<file path="src/rtl/conv_job_sequencer_pkg.sv">
`default_nettype none
// ---------------------------------------------------------------------------
// conv_job_sequencer_pkg : opcodes, sequencer states, status-word layout
// Rev 1.0
// ---------------------------------------------------------------------------
package conv_job_sequencer_pkg;

  localparam logic [2:0] OPC_NOP      = 3'd0;
  localparam logic [2:0] OPC_SET_LEN  = 3'd1;
  localparam logic [2:0] OPC_LOAD_PIX = 3'd2;
  localparam logic [2:0] OPC_START    = 3'd3;
  localparam logic [2:0] OPC_READ_PIX = 3'd4;
  localparam logic [2:0] OPC_ABORT    = 3'd5;

  typedef enum logic [2:0] {
    ST_IDLE = 3'd0,
    ST_LOAD = 3'd1,
    ST_PROC = 3'd2,
    ST_DONE = 3'd3,
    ST_READ = 3'd4
  } state_t;

  localparam int STAT_STATE_LSB = 29;
  localparam int STAT_ERR_BIT   = 28;
  localparam int STAT_EOP_BIT   = 27;
  localparam int STAT_CNT_LSB   = 0;

endpackage
`default_nettype wire

</file>
<file path="src/rtl/seq_cmd_decode.sv">
`default_nettype none
// ---------------------------------------------------------------------------
// seq_cmd_decode : combinational opcode legality check for the current state
// Rev 1.0
// ---------------------------------------------------------------------------
module seq_cmd_decode
  import conv_job_sequencer_pkg::*;
(
  input  logic [2:0] i_opcode,
  input  state_t     i_state,
  input  logic       i_len_zero,
  input  logic       i_eop_seen,
  input  logic       i_changeBlock,
  output logic       o_legal
);

  always_comb begin
    o_legal = 1'b0;
    if (i_opcode == OPC_NOP || i_opcode == OPC_ABORT) begin
      o_legal = 1'b1;
    end else begin
      case (i_state)
        ST_IDLE: o_legal = (i_opcode == OPC_SET_LEN)
                        || (i_opcode == OPC_LOAD_PIX)
                        || (i_opcode == OPC_START    && !i_len_zero)
                        || (i_opcode == OPC_READ_PIX && i_eop_seen);
        // A block-complete in the same cycle pre-empts the pixel command
        ST_LOAD: o_legal = (i_opcode == OPC_LOAD_PIX) && !i_changeBlock;
        ST_READ: o_legal = (i_opcode == OPC_READ_PIX) && !i_changeBlock;
        default: o_legal = 1'b0;
      endcase
    end
  end

endmodule
`default_nettype wire

</file>
<file path="src/rtl/conv_job_sequencer.sv">
`default_nettype none
// ---------------------------------------------------------------------------
// conv_job_sequencer : GPIO command sequencer driving the 2D-conv address FSM
// Rev 1.0
// ---------------------------------------------------------------------------
module conv_job_sequencer
  import conv_job_sequencer_pkg::*;
#(
  parameter int NB_GPIO   = 32,
  parameter int NB_IMAGE  = 10,
  parameter int NB_OPCODE = 3,
  parameter int NB_STATES = 3
)(
  input  logic                i_CLK,
  input  logic                i_reset,
  input  logic [NB_GPIO-1:0]  i_cmd,
  input  logic                i_cmd_vld,
  output logic                o_ready,
  output logic                o_ack,
  output logic [NB_GPIO-1:0]  o_status,
  output logic [NB_IMAGE-1:0] o_imgLength,
  output logic                o_load,
  output logic                o_SoP,
  output logic                o_valid,
  input  logic                i_EoP,
  input  logic                i_changeBlock
);

  state_t                r_state;
  logic                  r_ready, r_ack, r_load, r_sop, r_valid, r_err, r_eop_seen;
  logic [NB_IMAGE-1:0]   r_len, r_pix_cnt, w_pix_inc;
  logic [NB_OPCODE-1:0]  w_opcode;
  logic                  w_accept, w_legal, w_abort, w_cmd_unused;

  assign w_opcode     = i_cmd[NB_GPIO-1 -: NB_OPCODE];
  assign w_accept     = i_cmd_vld && r_ready;
  assign w_abort      = w_accept && (w_opcode == OPC_ABORT);
  assign w_pix_inc    = (&r_pix_cnt) ? r_pix_cnt : r_pix_cnt + 1'b1;
  assign w_cmd_unused = ^i_cmd[NB_GPIO-NB_OPCODE-1:NB_IMAGE];

  seq_cmd_decode u_decode (
    .i_opcode      (w_opcode),
    .i_state       (r_state),
    .i_len_zero    (r_len == '0),
    .i_eop_seen    (r_eop_seen),
    .i_changeBlock (i_changeBlock),
    .o_legal       (w_legal)
  );

  always_ff @(posedge i_CLK) begin
    if (i_reset) begin
      r_state    <= ST_IDLE;
      r_ready    <= 1'b1;
      r_ack      <= 1'b0;
      r_load     <= 1'b0;
      r_sop      <= 1'b0;
      r_valid    <= 1'b0;
      r_err      <= 1'b0;
      r_eop_seen <= 1'b0;
      r_len      <= '0;
      r_pix_cnt  <= '0;
    end else begin
      // Ready drops for one cycle after every accept so o_valid pulses are separated
      r_ack   <= w_accept;
      r_ready <= ~w_accept;
      r_valid <= 1'b0;
      if (w_abort) begin
        r_state    <= ST_IDLE;
        r_load     <= 1'b0;
        r_sop      <= 1'b0;
        r_pix_cnt  <= '0;
        r_eop_seen <= 1'b0;
      end else begin
        if (w_accept && !w_legal) r_err <= 1'b1;
        case (r_state)
          ST_IDLE: begin
            if (w_accept && w_legal) begin
              case (w_opcode)
                OPC_SET_LEN:  r_len <= i_cmd[NB_IMAGE-1:0];
                OPC_LOAD_PIX: begin
                  r_state   <= ST_LOAD;
                  r_load    <= 1'b1;
                  r_valid   <= 1'b1;
                  r_pix_cnt <= w_pix_inc;
                end
                OPC_START: begin
                  r_state <= ST_PROC;
                  r_sop   <= 1'b1;
                end
                OPC_READ_PIX: begin
                  r_state   <= ST_READ;
                  r_valid   <= 1'b1;
                  r_pix_cnt <= w_pix_inc;
                end
                default: ;
              endcase
            end
          end
          ST_LOAD: begin
            if (i_changeBlock) begin
              r_state   <= ST_IDLE;
              r_load    <= 1'b0;
              r_pix_cnt <= '0;
            end else if (w_accept && w_legal && w_opcode == OPC_LOAD_PIX) begin
              r_valid   <= 1'b1;
              r_pix_cnt <= w_pix_inc;
            end
          end
          ST_PROC: begin
            if (i_EoP) begin
              r_state    <= ST_DONE;
              r_sop      <= 1'b0;
              r_eop_seen <= 1'b1;
            end
          end
          ST_DONE: r_state <= ST_IDLE;
          ST_READ: begin
            if (i_changeBlock) begin
              r_state    <= ST_IDLE;
              r_pix_cnt  <= '0;
              r_eop_seen <= 1'b0;
            end else if (w_accept && w_legal && w_opcode == OPC_READ_PIX) begin
              r_valid   <= 1'b1;
              r_pix_cnt <= w_pix_inc;
            end
          end
          default: r_state <= ST_IDLE;
        endcase
      end
    end
  end

  always_comb begin
    o_status = '0;
    o_status[STAT_STATE_LSB +: NB_STATES] = r_state;
    o_status[STAT_ERR_BIT]                = r_err;
    o_status[STAT_EOP_BIT]                = r_eop_seen;
    o_status[STAT_CNT_LSB +: NB_IMAGE]    = r_pix_cnt;
  end

  assign o_ready     = r_ready;
  assign o_ack       = r_ack;
  assign o_imgLength = r_len;
  assign o_load      = r_load;
  assign o_SoP       = r_sop;
  assign o_valid     = r_valid;

endmodule
`default_nettype wire
</file>
<file path="config.mk">
export PLATFORM = sky130hd
export DESIGN_NAME = conv_job_sequencer
export DESIGN_NICKNAME = d
export VERILOG_FILES = /design/src/rtl/conv_job_sequencer_pkg.sv /design/src/rtl/seq_cmd_decode.sv /design/src/rtl/conv_job_sequencer.sv
export SDC_FILE = /design/constraint.sdc
export NUM_CORES = 1
export LEC_CHECK = 0
export CAP_MARGIN = 0
export CORE_MARGIN = 1
export CORE_UTILIZATION = 30
export CTS_BUF_LIST = sky130_fd_sc_hd__clkbuf_4 sky130_fd_sc_hd__clkbuf_8 sky130_fd_sc_hd__clkbuf_16
export DETAILED_ROUTE_END_ITERATION = 8
export GPL_ROUTABILITY_DRIVEN = 0
export PLACE_DENSITY = 0.63
export SLEW_MARGIN = 20
export SYNTH_ARGS = -nofsm -noshare
export SYNTH_HDL_FRONTEND = slang
export SYNTH_SLANG_ARGS = --single-unit
</file>
<file path="constraint.sdc">
create_clock -name i_CLK -period 3.85 [get_ports i_CLK]
set_clock_uncertainty 0.2 [all_clocks]
set_input_delay 0.9625 -clock i_CLK [delete_from_list [all_inputs] [get_ports i_CLK]]
set_output_delay 0.9625 -clock i_CLK [all_outputs]
set_load 0.02 [all_outputs]
</file>
==> key figures <==
Run status
  • Status: finished clean

Power
  • Cell Pwr Density: 359 nW/um^2
  • Peak VDD IR: between 150 and 200 uV
  • Power Total: 863 uW
  • Leakage: ~0.84 nW

Route
  • DR WL/cell: 12.7 um
  • DRT Pass-1 Iters: 4
  • Drt drc: 0
  • Final WL: 4290 um
  • Vias per inst: between 4 and 5
  • Vias post-DR: 1,680
  • Routed Antenna Nets: 0
  • Initial DRC count: 150

Clocking
  • Clock sink count: 30
  • Post-cts resize count: 0
  • # hold bufs at CTS: 0
  • Setup bufs post-CTS: 0
  • Max clock buf depth: 2
  • H-tree depth: 2
  • TritonCTS buffer count: 5
  • Skew-Pair Late Insertion Delay: 0.29 ns
  • Root Buffer: clkbuf_8
  • CTS clk-pin slew, worst paths: roughly 0.070 ns
  • CTS tree: built

Run
  • Number of max-cap violations: 0

Logic synthesis
  • Seq/Total Area, Yosys: 0.341
  • Fraction of registers with async set/reset: 0
  • Synth top area share: 0.341
  • Most common cell in the synthesized netlist: dfxtp_1
  • Yosys warns: 0
  • Top cells by count, synth: dfxtp_1 (30), nor2_1 (28), buf_4 (20)
  • Synthesized area: 1760 um^2
  • Synth area leader: dfxtp_1
  • Syn Inst Count: 215
  • Most area-consuming cells after synthesis: dfxtp_1 (34%), buf_4 (8.5%), mux2i_1 (6.3%)
  • EDFF count, synth: 0
  • Netlist cell types: 55
  • Avg Inst Size Synth: between 8 and 9 um^2
  • Prevailing post-synth register cell: dfxtp_1
  • FF+latch count, synth: 30

Die
  • Die W: 78.6 um
  • Initial Util: 0.316
  • Die ar.: 6170 um^2
  • # IOs: 84
  • Die Y: 78.6 um
  • Num rows: 27
  • Core outline area: 5570 um^2

Critical path
  • Critical setup path kind: input pin to register
  • Worst setup EP type: register
  • Cells along the critical path: clkdlybuf4s50_1, or3b_4, a211o_1, nand2_1, o31ai_2, or4_1, a2111oi_2
  • Startpoint Class: input pin
  • CP required: 3.83 ns
  • CP Data Arrival Time: 3.34 ns
  • Buf/Inv on CP: 1
  • Crit path max fanout: 8
  • Slowest cell on crit path: clkdlybuf4s50_1
  • Delay-heaviest family, CP: simple AND/OR/NAND/NOR gates
  • CP peak stage delay: 0.57 ns

STA
  • Post-route minimum period: 3.35 ns
  • Slew HR: 0.628
  • RSZ-0062 raised after global routing: no
  • Hold slack final: 0.269 ns
  • Fmax: just under 300 MHz
  • Hold Vio Cnt, Final: 0
  • Slew @ Worst Pin: roughly 0.56 ns
  • Slew Viols, Final: 0
  • Final setup slack of the worst path: 0.496 ns
  • Endpoints failing setup: 0
  • Setup TNS Final: 0 ns
  • Final clock period utilization by the worst path: 0.871

Place
  • DP HPWL: 3180 um
  • Placed insts: between 300 and 400
  • Port Buf Inserts: 47
  • Pre-CTS setup slack: approximately 0.24 ns
  • Placed inst area: 2260 um^2

Global routing
  • Vias in the first global route: 1,494
  • Gr usage total: 0.149
  • Initial antenna violation count: 0
  • Grt total ovfl: 0
  • Pin count of the biggest net entering global routing: 19
  • First-pass GRT wire length: 7180 um

Cells and area
  • # diodes: 0
  • Nets: between 300 and 400
  • Non-Filler Instances: 338
  • Area Growth Syn to Fin: 36.4%
  • Layout cells sized above 1: 0.113
  • Final Cell Area: between 2000 and 2500 um^2
  • Fin util: 0.431
  • Filler instances: 576

Worst hold path
  • Hold Crit Class: register to register
==> worst register-to-register path, delay by kind of cell, from the launching register on <==
| family | cells | cell delay (ns) |
|---|---|---|
| and+or+nand+nor | 3 | 1.32 |
| DFF | 1 | 0.48 |
| AOI/OAI and AO/OA | 3 | 0.43 |
| buffers and inverters | 1 | 0.19 |
==> worst paths after layout <==
path,startpoint,to,slack (ns),cells after the start
max reg2reg,r_state[2]$_SDFFE_PP0P_,r_pix_cnt[6]$_SDFFE_PP0P_,1.19,7
min reg2reg,r_err$_SDFFE_PP0P_,r_err$_SDFFE_PP0P_,0.27,2
max,i_cmd[31],r_state[2]$_SDFFE_PP0P_,0.50,7
min,r_err$_SDFFE_PP0P_,r_err$_SDFFE_PP0P_,0.27,2
==> final cells by class <==
class                   instances  area, um^2  area share
clock inverters                 2        60.1      0.0250
repair buffers                 56         538       0.224
inverters                       5        18.8     0.00782
multi-input cells             167        1010       0.421
well taps                      72        90.1      0.0375
flip-flops and latches         30         601       0.250
clock buffers                   6        82.6      0.0344
==> cells in the final DEF (no fill, tap or decap), types with 2 or more instances in the layout <==
cell	count
a31oi_1	4
or3_1	4
mux2i_1	11
bufinv_16	2
or4_1	4
a311oi_1	2
o31ai_1	3
nor4_1	3
a21oi_1	17
o21ai_0	9
buf_4	9
nand2_1	14
nor3b_1	2
a31o_2	2
clkdlybuf4s50_1	47
a211oi_1	2
o211ai_1	2
dfxtp_1	30
o41ai_1	2
nor3_1	3
conb_1	17
nand3_1	6
clkbuf_8	6
a21o_1	3
nand4_1	2
nor2_1	28
inv_1	5
==> logic make-up (layout without fill, tap and decap cells) <==
group	after synthesis	in the layout	synth area share
simple gates	79	79	0.230
compound gates	58	58	0.230
buf+inv	34	69	0.122
flops	30	30	0.341
mux	11	11	0.0626
fa+ha+maj	1	1	0.00711
other cells	1	17	0.00213
xor+xnor	1	1	0.00498
==> flip-flops by register name, indices dropped and copies added, names as in the netlist <==
register     flops
o_imgLength     10
r_pix_cnt       10
r_state          3
o_SoP            1
o_ack            1
o_load           1
o_ready          1
o_valid          1
r_eop_seen       1
r_err            1
==> where the power goes <==
group	leakage [nW]	total, mW	internal, mW	switching (mW)
logic	0.529	0.135	0.0587	0.0759
registers	0.243	0.326	0.317	0.00910
clock network	0.0714	0.402	0.276	0.126
==> metal layers <==
metal | GRT usage | wire, um | up-vias
li1 | - | - | 850
met1 | 0.202 | 2030 | 768
met2 | 0.223 | 1970 | 60
met3 | 0.0465 | 261 | 2
met4 | 0.0444 | 31 | 0
met5 | 0 | 0 | -
No activity file was read; power rests on OpenSTA's default activity.
